==> src/rtl/moving_average_pkg.sv <==
// Shared constants and width helpers for the moving-average filter family.
package moving_average_pkg;

    localparam int ROUND_FLOOR   = 0;
    localparam int ROUND_HALF_UP = 1;

    function automatic int sum_width(input int width, input int log2_depth);
        return width + log2_depth;
    endfunction

endpackage

==> src/rtl/moving_average_ring.sv <==
// Circular sample buffer of 2^LOG2_DEPTH entries; exposes the slot about to be
// overwritten (the oldest sample) combinationally.
module moving_average_ring
    import moving_average_pkg::*;
#(
    parameter int WIDTH      = 8,
    parameter int LOG2_DEPTH = 2
) (
    input  logic             clk_i,
    input  logic             rst_n_i,
    input  logic             clr_i,
    input  logic             wr_en_i,
    input  logic [WIDTH-1:0] wr_data_i,
    output logic [WIDTH-1:0] oldest_o
);

    localparam int N     = 1 << LOG2_DEPTH;
    localparam int PTR_W = (LOG2_DEPTH > 0) ? LOG2_DEPTH : 1;

    logic [WIDTH-1:0] mem_q [N];
    logic [PTR_W-1:0] wp_q;
    logic [PTR_W-1:0] wp_d;

    // Write-pointer next state: explicit wrap keeps N = 1 pinned at slot 0.
    always_comb begin
        wp_d = wp_q;
        if (clr_i) begin
            wp_d = '0;
        end else if (wr_en_i) begin
            wp_d = (wp_q == PTR_W'(N - 1)) ? '0 : wp_q + PTR_W'(1);
        end else begin
            wp_d = wp_q;
        end
    end

    // Pointer and sample storage.
    always_ff @(posedge clk_i or negedge rst_n_i) begin
        if (!rst_n_i) begin
            wp_q <= '0;
            for (int i = 0; i < N; i++) begin
                mem_q[i] <= '0;
            end
        end else begin
            wp_q <= wp_d;
            if (clr_i) begin
                for (int i = 0; i < N; i++) begin
                    mem_q[i] <= '0;
                end
            end else if (wr_en_i) begin
                mem_q[wp_q] <= wr_data_i;
            end
        end
    end

    assign oldest_o = mem_q[wp_q];

endmodule

==> src/rtl/moving_average_window.sv <==
// Boxcar moving average over 2^LOG2_DEPTH signed samples with valid handshake,
// selectable rounding, synchronous clear and window-filled flag.
module moving_average_window
    import moving_average_pkg::*;
#(
    parameter int WIDTH      = 8,
    parameter int LOG2_DEPTH = 2,
    parameter int ROUND      = ROUND_FLOOR
) (
    input  logic             system1000,
    input  logic             system1000_rstn,
    input  logic             clear,
    input  logic             in_valid,
    input  logic [WIDTH-1:0] in_data,
    output logic             out_valid,
    output logic [WIDTH-1:0] out_data,
    output logic             filled
);

    localparam int SW        = sum_width(WIDTH, LOG2_DEPTH);
    localparam int N         = 1 << LOG2_DEPTH;
    localparam int FILL_W    = LOG2_DEPTH + 1;
    localparam int RND_SHIFT = (LOG2_DEPTH > 0) ? LOG2_DEPTH - 1 : 0;
    localparam int RND_INT   = ((ROUND == ROUND_HALF_UP) && (LOG2_DEPTH > 0)) ? (1 << RND_SHIFT) : 0;
    localparam logic signed [SW:0] RND = (SW + 1)'(RND_INT);

    logic signed [SW-1:0] acc_q, acc_d, acc_next_s;
    logic [FILL_W-1:0]    fill_q, fill_d, fill_next_s;
    logic                 out_valid_q, out_valid_d;
    logic [WIDTH-1:0]     out_data_q, out_data_d;
    logic                 filled_q, filled_d;
    logic [WIDTH-1:0]     oldest_s;
    logic signed [SW:0]   avg_full_s, avg_shift_s;
    logic [WIDTH-1:0]     avg_s;
    logic                 avg_unused_s;
    logic                 accept_s;

    assign accept_s = in_valid & ~clear;

    moving_average_ring #(
        .WIDTH      (WIDTH),
        .LOG2_DEPTH (LOG2_DEPTH)
    ) u_ring (
        .clk_i     (system1000),
        .rst_n_i   (system1000_rstn),
        .clr_i     (clear),
        .wr_en_i   (accept_s),
        .wr_data_i (in_data),
        .oldest_o  (oldest_s)
    );

    // Upper bits are pure sign extension once the window sum is divided by N.
    assign acc_next_s   = acc_q + SW'($signed(in_data)) - SW'($signed(oldest_s));
    assign avg_full_s   = (SW + 1)'(acc_next_s) + RND;
    assign avg_shift_s  = avg_full_s >>> LOG2_DEPTH;
    assign avg_s        = avg_shift_s[WIDTH-1:0];
    assign avg_unused_s = ^avg_shift_s[SW:WIDTH];
    assign fill_next_s  = (fill_q == FILL_W'(N)) ? fill_q : fill_q + FILL_W'(1);

    // Next state: clear beats an accepted sample; idle holds data and drops valid.
    always_comb begin
        acc_d       = acc_q;
        fill_d      = fill_q;
        filled_d    = filled_q;
        out_valid_d = 1'b0;
        out_data_d  = out_data_q;
        if (clear) begin
            acc_d       = '0;
            fill_d      = '0;
            filled_d    = 1'b0;
            out_valid_d = 1'b0;
        end else if (in_valid) begin
            acc_d       = acc_next_s;
            fill_d      = fill_next_s;
            filled_d    = (fill_next_s == FILL_W'(N));
            out_valid_d = 1'b1;
            out_data_d  = avg_s;
        end else begin
            out_valid_d = 1'b0;
        end
    end

    // Accumulator, fill counter and output registers.
    always_ff @(posedge system1000 or negedge system1000_rstn) begin
        if (!system1000_rstn) begin
            acc_q       <= '0;
            fill_q      <= '0;
            filled_q    <= 1'b0;
            out_valid_q <= 1'b0;
            out_data_q  <= '0;
        end else begin
            acc_q       <= acc_d;
            fill_q      <= fill_d;
            filled_q    <= filled_d;
            out_valid_q <= out_valid_d;
            out_data_q  <= out_data_d;
        end
    end

    assign out_valid = out_valid_q;
    assign out_data  = out_data_q;
    assign filled    = filled_q;

endmodule

==> config.mk <==
export PLATFORM = sky130hd
export DESIGN_NAME = moving_average_window
export DESIGN_NICKNAME = d
export VERILOG_FILES = /design/src/rtl/moving_average_pkg.sv /design/src/rtl/moving_average_ring.sv /design/src/rtl/moving_average_window.sv
export SDC_FILE = /design/constraint.sdc
export NUM_CORES = 1
export LEC_CHECK = 0
export CELL_PAD_IN_SITES_DETAIL_PLACEMENT = 0
export CELL_PAD_IN_SITES_GLOBAL_PLACEMENT = 1
export CORE_ASPECT_RATIO = 0.75
export CORE_UTILIZATION = 46
export DETAILED_ROUTE_END_ITERATION = 7
export PLACE_DENSITY = 0.9
export SLEW_MARGIN = 20
export SYNTH_ARGS = -nofsm -noshare
export SYNTH_HDL_FRONTEND = slang
export SYNTH_SLANG_ARGS = --single-unit
==> constraint.sdc <==
create_clock -name system1000 -period 4.6 [get_ports system1000]
set_input_delay 0.92 -clock system1000 [delete_from_list [all_inputs] [get_ports system1000]]
set_output_delay 0.92 -clock system1000 [all_outputs]
set_load 0.02 [all_outputs]
==> flow_summary.html, run 1 <==
<table>
<tr><th>Metric</th><th>Value</th></tr>
<tr><th colspan="2">Clock tree</th></tr>
<tr><td>Hold-fix buffer count after cts</td><td>0</td></tr>
<tr><td>Clock latency reported for the late side of the worst-skew pair</td><td>about 0.35 ns</td></tr>
<tr><td>Worst-case clock buffer depth</td><td>2</td></tr>
<tr><td>Clock sinks</td><td>57</td></tr>
<tr><td>H-Tree Level Count</td><td>3</td></tr>
<tr><td>Clock tree from TritonCTS</td><td>done</td></tr>
<tr><td>Clock transition at path regs</td><td>approximately 0.060 ns</td></tr>
<tr><td>Post-CTS Setup Inserts</td><td>0</td></tr>
<tr><td>TritonCTS buffer count</td><td>9</td></tr>
<tr><td>Clock root buffer</td><td>clkbuf_8</td></tr>
<tr><td>CTS-repair resized insts</td><td>0</td></tr>
<tr><th colspan="2">STA</th></tr>
<tr><td>Setup violation total in the final timing report</td><td>0</td></tr>
<tr><td>Unrepaired setup endpoints after global routing</td><td>no</td></tr>
<tr><td>Worst Max-Slew Pin Slew</td><td>between 0.7 and 0.8 ns</td></tr>
<tr><td>Worst slew margin relative to its limit</td><td>0.483</td></tr>
<tr><td>Final Hold Violating Endpoints</td><td>0</td></tr>
<tr><td>Max-slew violations</td><td>0</td></tr>
<tr><td>Setup Total Neg Slack</td><td>0 ns</td></tr>
<tr><td>Worst hold slack after final layout</td><td>around 0.48 ns</td></tr>
<tr><td>Fin Clk Skew</td><td>~0.01 ns</td></tr>
<tr><td>Highest attainable clock frequency</td><td>~0.28 GHz</td></tr>
<tr><td>Fin crit period</td><td>about 3.5 ns</td></tr>
<tr><td>Share of the cycle needed by the critical path after routing</td><td>0.765</td></tr>
<tr><th colspan="2">Yosys</th></tr>
<tr><td>Post-synthesis sequential area ratio</td><td>0.428</td></tr>
<tr><td>Synth cell types</td><td>37</td></tr>
<tr><td>Mean cell area of the mapped netlist</td><td>roughly 9.4 µm²</td></tr>
<tr><td>Netlist area before placement</td><td>approximately 0.0033 mm²</td></tr>
<tr><td>Count of flip-flops with a built-in enable after synthesis</td><td>0</td></tr>
<tr><td>Post-synth ARST share</td><td>1.00</td></tr>
<tr><td>Flip-flop and latch count after synthesis</td><td>57</td></tr>
<tr><td>Most frequently used flop master after synthesis</td><td>dfrtp_1</td></tr>
<tr><td>Post-Syn Instances</td><td>about 350</td></tr>
<tr><td>Yosys warnings</td><td>0</td></tr>
<tr><td>Synthesized net count</td><td>392</td></tr>
<tr><th colspan="2">Floorplanning</th></tr>
<tr><td>Height of the chip</td><td>75.7 µm</td></tr>
<tr><td>Starting density of the core</td><td>0.483</td></tr>
<tr><td>Row cnt</td><td>26</td></tr>
<tr><td>Width of the die</td><td>approximately 100 µm</td></tr>
<tr><td>Full die area</td><td>~0.0076 mm²</td></tr>
<tr><td>Area of the core</td><td>slightly below 0.007 mm²</td></tr>
<tr><td>Top Ports</td><td>22</td></tr>
<tr><th colspan="2">Critical path</th></tr>
<tr><td>Bufs and invs on worst path</td><td>3</td></tr>
<tr><td>Max Fanout on Critical Path</td><td>5</td></tr>
<tr><td>Crit path top cell by count</td><td>inv_1</td></tr>
<tr><td>Kind of cell adding the most delay to the critical path</td><td>adder cells</td></tr>
<tr><td>Critical path launch point type</td><td>input pin</td></tr>
<tr><td>Sort of element at the end of the critical path</td><td>flop</td></tr>
<tr><td>Max stage delay cell, worst path</td><td>fa_1</td></tr>
<tr><td>Required time worst endpoint</td><td>4.87 ns</td></tr>
<tr><td>WS Path Type</td><td>in2reg</td></tr>
<tr><td>Longest individual stage delay on the worst path</td><td>~0.60 ns</td></tr>
<tr><td>CP Cell Sequence</td><td>clkdlybuf4s50_1, inv_1, fa_1, inv_1, ha_1, a211oi_2, o21bai_2, a21oi_4, nor2_2, or4_1, nand4_1</td></tr>
<tr><td>Arrival time at the worst endpoint</td><td>between 3 and 4 ns</td></tr>
<tr><th colspan="2">Outcome</th></tr>
<tr><td>Run status</td><td>completed</td></tr>
<tr><th colspan="2">Detailed routing</th></tr>
<tr><td>DR DRC count</td><td>0</td></tr>
<tr><td>1st-pass router iterations</td><td>4</td></tr>
<tr><td>Average wire length per cell after detail routing</td><td>between 15 and 20 µm</td></tr>
<tr><td>Via count</td><td>approximately 2500</td></tr>
<tr><td>Overall routed net length</td><td>~7200 µm</td></tr>
<tr><td>Number of nets with antenna violations after detailed routing</td><td>0</td></tr>
<tr><td>Detailed router's first-iteration violation count</td><td>approximately 140</td></tr>
<tr><td>Vias per Instance</td><td>5.25</td></tr>
<tr><th colspan="2">Global routing</th></tr>
<tr><td>GRT Overall Usage</td><td>0.218</td></tr>
<tr><td>Number of antenna violations at the first check in global routing</td><td>0</td></tr>
<tr><td>Via count of the first global-routing pass</td><td>approximately 2400</td></tr>
<tr><td>Global-route wire length before repair</td><td>around 12000 µm</td></tr>
<tr><td>Largest net degree at the start of global routing</td><td>50</td></tr>
<tr><td>Global route total overflow</td><td>0</td></tr>
<tr><th colspan="2">Final layout</th></tr>
<tr><td>Synthesis-to-layout area growth</td><td>13.4%</td></tr>
<tr><td>Most common cell after layout, fill and taps aside</td><td>nand2_1</td></tr>
<tr><td>Final-stage net count</td><td>410</td></tr>
<tr><td>Layout cells sized above 1</td><td>0.0981</td></tr>
<tr><td>Commonest non-fill, non-tap cells in the layout</td><td>60 x nand2_1, 57 x dfrtp_1, 41 x a21oi_1, 39 x inv_1, 33 x nand3_1</td></tr>
<tr><td>Final core occ</td><td>0.548</td></tr>
<tr><td>Antenna Cells</td><td>0</td></tr>
<tr><th colspan="2">Placement</th></tr>
<tr><td>Port buffer count</td><td>21</td></tr>
<tr><td>Global placer's final weighted congestion</td><td>0.766</td></tr>
<tr><td>DPL Wire Length</td><td>around 4700 µm</td></tr>
<tr><th colspan="2">Power</th></tr>
<tr><td>Worst vdd ir</td><td>around 0.23 mV</td></tr>
<tr><td>LEAKAGE</td><td>roughly 1.7 nW</td></tr>
<tr><td>Pwr per Cell Area</td><td>about 470 mW/mm²</td></tr>
<tr><th colspan="2">Job</th></tr>
<tr><td>MaxCap Viol Count</td><td>0</td></tr>
<tr><th colspan="2">Worst hold path</th></tr>
<tr><td>Hold crit path type</td><td>reg2reg</td></tr>
</table>
[sequential cells by signal (all words and copies together), names as in the netlist]
| signal | cells |
|---|---|
| u_ring.mem_q | 32 |
| acc_q | 10 |
| out_data | 8 |
| fill_q | 3 |
| u_ring.wp_q | 2 |
| filled | 1 |
| out_valid | 1 |
[metal layers]
| layer | vias to the layer above | wire (µm) | share of wire | GRT usage |
|---|---|---|---|---|
| met4 | 0 | 35 | 0.0049 | 0.0531 |
| met3 | 4 | 454 | 0.063 | 0.0633 |
| met2 | 82 | 3200 | 0.44 | 0.336 |
| met1 | 1190 | 3520 | 0.49 | 0.309 |
| li1 | 1217 | - | - | - |
| met5 | - | 0 | 0 | 0 |
[power breakdown]
group | internal, W | switching [W] | total (W)
combinational | 0.000340 | 0.000429 | 0.000769
sequential | 0.000575 | 0.0000434 | 0.000619
clock | 0.000191 | 0.000205 | 0.000396
[worst register-to-register path: cells and delay by family, from the launching register on]
kind / cells / cell delay [ns]
adder cells (fa/ha/maj): 2 / 0.87
AND/OR/NAND/NOR: 3 / 0.66
AO/OA/AOI/OAI: 3 / 0.56
multiplexers: 1 / 0.55
flip-flops: 1 / 0.32
buffers and inverters: 2 / 0.30
[logic make-up after synthesis]
logic type | share of synthesized area
flops | 0.428
xor+xnor | 0.0327
buf+inv | 0.0661
simple gates | 0.162
fa+ha+maj | 0.118
compound gates | 0.106
mux | 0.0875
[path summary, 6_finish.rpt]
check / start / to / slack [ns] / cells after the start
min in group asynchronous: system1000_rstn / out_data[4] / 0.49 / 1
setup reg to reg: u_ring.wp_q[0] / acc_q[9] / 1.26 / 11
setup / recovery: in_data[1] / acc_q[9] / 1.08 / 11
hold reg to reg: out_data[1] / out_data[1] / 0.48 / 2
max in group asynchronous: system1000_rstn / u_ring.mem_q[31] / 3.24 / 2
hold / removal: out_data[1] / out_data[1] / 0.48 / 2
[area by class of cell]
cell class              count  area (µm²)
fillers                   641        3120
multi-input cells         239        1690
flip-flops and latches     57        1430
repair buffers             25         230
inverters                  40         150
clock buffers              10         128
well taps                  98         123
clock inverters             6        35.0
[through the flow]
stage	power, W	setup WS [ns]	instance area [µm²]	instances
finish	0.00178	1.08	3780	475
global placement	0.00138	0.775	3610	459
CTS	0.00180	1.08	3780	475
global route	0.00192	0.929	3780	475
detailed placement	0.00140	0.729	3610	459
floorplan	0.00118	1.29	3330	354
[cell usage after synthesis, types with 2 or more instances]
| cell type | instances | area share |
|---|---|---|
| nand4_1 | 2 | 0.0038 |
| inv_1 | 39 | 0.044 |
| fa_1 | 9 | 0.054 |
| nand2_1 | 60 | 0.068 |
| a21oi_1 | 41 | 0.062 |
| nand3_1 | 33 | 0.050 |
| dfrtp_1 | 57 | 0.43 |
| buf_2 | 2 | 0.0030 |
| nand2b_1 | 6 | 0.011 |
| a211oi_1 | 2 | 0.0045 |
| nor2_1 | 17 | 0.019 |
| xnor2_1 | 8 | 0.021 |
| o22ai_1 | 2 | 0.0038 |
| mux4_2 | 8 | 0.054 |
| ha_1 | 17 | 0.064 |
| buf_1 | 3 | 0.0034 |
| clkbuf_1 | 13 | 0.015 |
| o21ai_1 | 7 | 0.011 |
| mux2i_1 | 10 | 0.030 |
(Power assumes the default switching activity.)
==> run 2: changes to the inputs <==
clock period = 3.4 ns   (was 4.6 ns; I/O delays follow)
==> flow_summary.html, run 2 (synthesis gave the netlist of run 1 again) <==
<table>
<tr><th>Metric</th><th>Value</th></tr>
<tr><th colspan="2">Outcome</th></tr>
<tr><td>Run status</td><td>completed</td></tr>
<tr><th colspan="2">Power</th></tr>
<tr><td>Worst vdd ir</td><td>about 0.33 mV</td></tr>
<tr><td>Pwr per Cell Area</td><td>about 680 mW/mm²</td></tr>
<tr><td>LEAKAGE</td><td>roughly 1.8 nW</td></tr>
<tr><th colspan="2">Detailed routing</th></tr>
<tr><td>Vias per Instance</td><td>roughly 5.2</td></tr>
<tr><td>Average wire length per cell after detail routing</td><td>14.7 µm</td></tr>
<tr><td>DR DRC count</td><td>0</td></tr>
<tr><td>1st-pass router iterations</td><td>5</td></tr>
<tr><td>Number of nets with antenna violations after detailed routing</td><td>0</td></tr>
<tr><td>Via count</td><td>around 2500</td></tr>
<tr><td>Detailed router's first-iteration violation count</td><td>106</td></tr>
<tr><td>Overall routed net length</td><td>roughly 7200 µm</td></tr>
<tr><th colspan="2">Final layout</th></tr>
<tr><td>Layout cells sized above 1</td><td>0.131</td></tr>
<tr><td>Final-stage net count</td><td>around 420</td></tr>
<tr><td>Most common cell after layout, fill and taps aside</td><td>nand2_1</td></tr>
<tr><td>Commonest non-fill, non-tap cells in the layout</td><td>60 x nand2_1, 56 x dfrtp_1, 41 x a21oi_1, 39 x inv_1, 33 x nand3_1</td></tr>
<tr><td>Number of flip-flops under the largest register name</td><td>32</td></tr>
<tr><td>Final std cells w/o fill</td><td>roughly 500</td></tr>
<tr><td>Count of filler cells inserted in the layout</td><td>624</td></tr>
<tr><td>Synthesis-to-layout area growth</td><td>18.1%</td></tr>
<tr><td>Area occupied by registers</td><td>0.00143 mm²</td></tr>
<tr><td>Total area of multi-input combinational cells</td><td>about 0.0017 mm²</td></tr>
<tr><td>Antenna Cells</td><td>0</td></tr>
<tr><td>Register with the most flip-flops</td><td>u_ring.mem_q</td></tr>
<tr><th colspan="2">Critical path</th></tr>
<tr><td>Critical path launch point type</td><td>flop</td></tr>
<tr><td>Required time worst endpoint</td><td>between 3 and 4 ns</td></tr>
<tr><td>Longest individual stage delay on the worst path</td><td>approximately 0.68 ns</td></tr>
<tr><td>Arrival time at the worst endpoint</td><td>approximately 3.5 ns</td></tr>
<tr><td>WS Path Type</td><td>reg2reg</td></tr>
<tr><td>Kind of cell adding the most delay to the critical path</td><td>adder cells</td></tr>
<tr><td>Max stage delay cell, worst path</td><td>dfrtp_1</td></tr>
<tr><td>Sort of element at the end of the critical path</td><td>flop</td></tr>
<tr><td>Max Fanout on Critical Path</td><td>12</td></tr>
<tr><td>CP Cell Sequence</td><td>mux4_2, fa_1, inv_1, ha_1, a211oi_2, o21bai_2, a21oi_4, nor2_2, or4_1, nand4_1</td></tr>
<tr><td>Bufs and invs on worst path</td><td>1</td></tr>
<tr><th colspan="2">Clock tree</th></tr>
<tr><td>Clock latency reported for the late side of the worst-skew pair</td><td>between 0.3 and 0.4 ns</td></tr>
<tr><td>Clock tree from TritonCTS</td><td>done</td></tr>
<tr><td>Hold-fix buffer count after cts</td><td>0</td></tr>
<tr><td>Clock sinks</td><td>57</td></tr>
<tr><td>Clock root buffer</td><td>clkbuf_8</td></tr>
<tr><td>Post-CTS Setup Inserts</td><td>0</td></tr>
<tr><td>TritonCTS buffer count</td><td>9</td></tr>
<tr><td>Worst-case clock buffer depth</td><td>2</td></tr>
<tr><td>H-Tree Level Count</td><td>3</td></tr>
<tr><td>Clock transition at path regs</td><td>0.06 ns</td></tr>
<tr><th colspan="2">STA</th></tr>
<tr><td>Setup violation total in the final timing report</td><td>0</td></tr>
<tr><td>Max-slew violations</td><td>0</td></tr>
<tr><td>Worst Max-Slew Pin Slew</td><td>approximately 0.54 ns</td></tr>
<tr><td>Worst slew margin relative to its limit</td><td>0.638</td></tr>
<tr><td>Fin Clk Skew</td><td>a little under 0.006 ns</td></tr>
<tr><td>Fin crit period</td><td>around 3.2 ns</td></tr>
<tr><td>Slack of the critical path</td><td>~0.16 ns</td></tr>
<tr><td>Share of the cycle needed by the critical path after routing</td><td>0.952</td></tr>
<tr><td>Unrepaired setup endpoints after global routing</td><td>no</td></tr>
<tr><td>Highest attainable clock frequency</td><td>a little over 0.3 GHz</td></tr>
<tr><td>Final Hold Violating Endpoints</td><td>0</td></tr>
<tr><td>Worst hold slack after final layout</td><td>roughly 0.27 ns</td></tr>
<tr><th colspan="2">Placement</th></tr>
<tr><td>Post-placement setup slack</td><td>-0.0317 ns</td></tr>
<tr><td>Total instance count after detailed placement</td><td>roughly 470</td></tr>
<tr><td>DPL Wire Length</td><td>between 5000 and 6000 µm</td></tr>
<tr><td>Port buffer count</td><td>21</td></tr>
<tr><td>Global placer's final weighted congestion</td><td>just over 0.8</td></tr>
<tr><th colspan="2">Floorplanning</th></tr>
<tr><td>Starting density of the core</td><td>0.483</td></tr>
<tr><td>Width of the die</td><td>100 µm</td></tr>
<tr><td>Row cnt</td><td>26</td></tr>
<tr><td>Height of the chip</td><td>75.7 µm</td></tr>
<tr><td>Top Ports</td><td>22</td></tr>
<tr><td>Full die area</td><td>around 0.0076 mm²</td></tr>
<tr><td>Area of the core</td><td>around 0.0069 mm²</td></tr>
<tr><th colspan="2">Global routing</th></tr>
<tr><td>Via count of the first global-routing pass</td><td>2509</td></tr>
<tr><td>Global route total overflow</td><td>0</td></tr>
<tr><td>GRT Overall Usage</td><td>0.218</td></tr>
<tr><td>Largest net degree at the start of global routing</td><td>41</td></tr>
<tr><td>Global-route wire length before repair</td><td>approximately 12000 µm</td></tr>
<tr><td>Number of antenna violations at the first check in global routing</td><td>0</td></tr>
<tr><th colspan="2">Job</th></tr>
<tr><td>MaxCap Viol Count</td><td>0</td></tr>
<tr><th colspan="2">Worst hold path</th></tr>
<tr><td>Hold crit path type</td><td>in2async</td></tr>
</table>
==> run 2: cell count changes in the layout (fill, tap and decap cells not counted), sizes merged <==
cell      before  now
bufinv         0    2
clkinv         4    3
clkinvlp       2    0
clkbuf        10   11
buf            6   19
==> run 2: stage by stage <==
stage	area [µm²]	utilization	TNS (ns)	total power [W]
6_report	3930	0.570	0	0.00266
3_5_place_dp	3710	0.538	-0.0600	0.00197
2_1_floorplan	3330	-	0	0.00160
3_3_place_gp	3710	0.538	-0.00976	0.00195
5_1_grt	3930	0.570	0	0.00284
4_1_cts	3930	0.570	0	0.00269
==> run 2: where the power goes <==
group / internal [W] / switching [W] / total (W) / leakage, nW
Combinational: 0.000532 / 0.000588 / 0.00112 / 0.925
Sequential: 0.000778 / 0.0000626 / 0.000841 / 0.764
Clock: 0.000431 / 0.000272 / 0.000704 / 0.113
Total: 0.00174 / 0.000923 / 0.00266 / 1.80
==> run 2: metal layers <==
| layer | track usage | routed length, µm | vias up |
|---|---|---|---|
| li1 | - | - | 1237 |
| met1 | 0.307 | 3420 | 1224 |
| met2 | 0.335 | 3290 | 78 |
| met3 | 0.0514 | 374 | 9 |
| met4 | 0.0837 | 99 | 0 |
| met5 | 0 | 0 | - |
==> run 2: final cells by class <==
class / instances / share of cell area
Timing Repair Buffer: 38 / 0.0833
Clock buffer: 11 / 0.0359
Inverter: 40 / 0.0382
Clock inverter: 5 / 0.0200
Tap cell: 98 / 0.0312
Multi-Input combinational cell: 239 / 0.428
Sequential cell: 57 / 0.363
==> run 2: path summary, 6_finish.rpt <==
| check | startpoint | to | slack, ns | cells past startpoint |
|---|---|---|---|---|
| setup reg to reg | u_ring.wp_q[1] | acc_q[9] | 0.16 | 10 |
| hold reg to reg | out_data[0] | out_data[0] | 0.47 | 2 |
| setup / recovery | u_ring.wp_q[1] | acc_q[9] | 0.16 | 10 |
| max in group asynchronous | system1000_rstn | u_ring.wp_q[0] | 2.27 | 2 |
| min in group system1000 | out_data[0] | out_data[0] | 0.47 | 2 |
| hold / removal | system1000_rstn | out_data[7] | 0.27 | 1 |
==> run 2: worst register-to-register path, cell delays in order (launching register included) <==
cell	delay [ns]
dfrtp_1	0.68
mux4_2	0.41
fa_1	0.52
inv_1	0.06
ha_1	0.33
a211oi_2	0.26
o21bai_2	0.12
a21oi_4	0.16
nor2_2	0.06
or4_1	0.49
nand4_1	0.08
==> run 2: timing repair <==
| item | 4_1_cts | 5_1_grt |
|---|---|---|
| hold endpoints to repair | 0 | 0 |
| setup endpoints to repair | 0 | 6 |
| gates resized for setup | 0 | 1 |
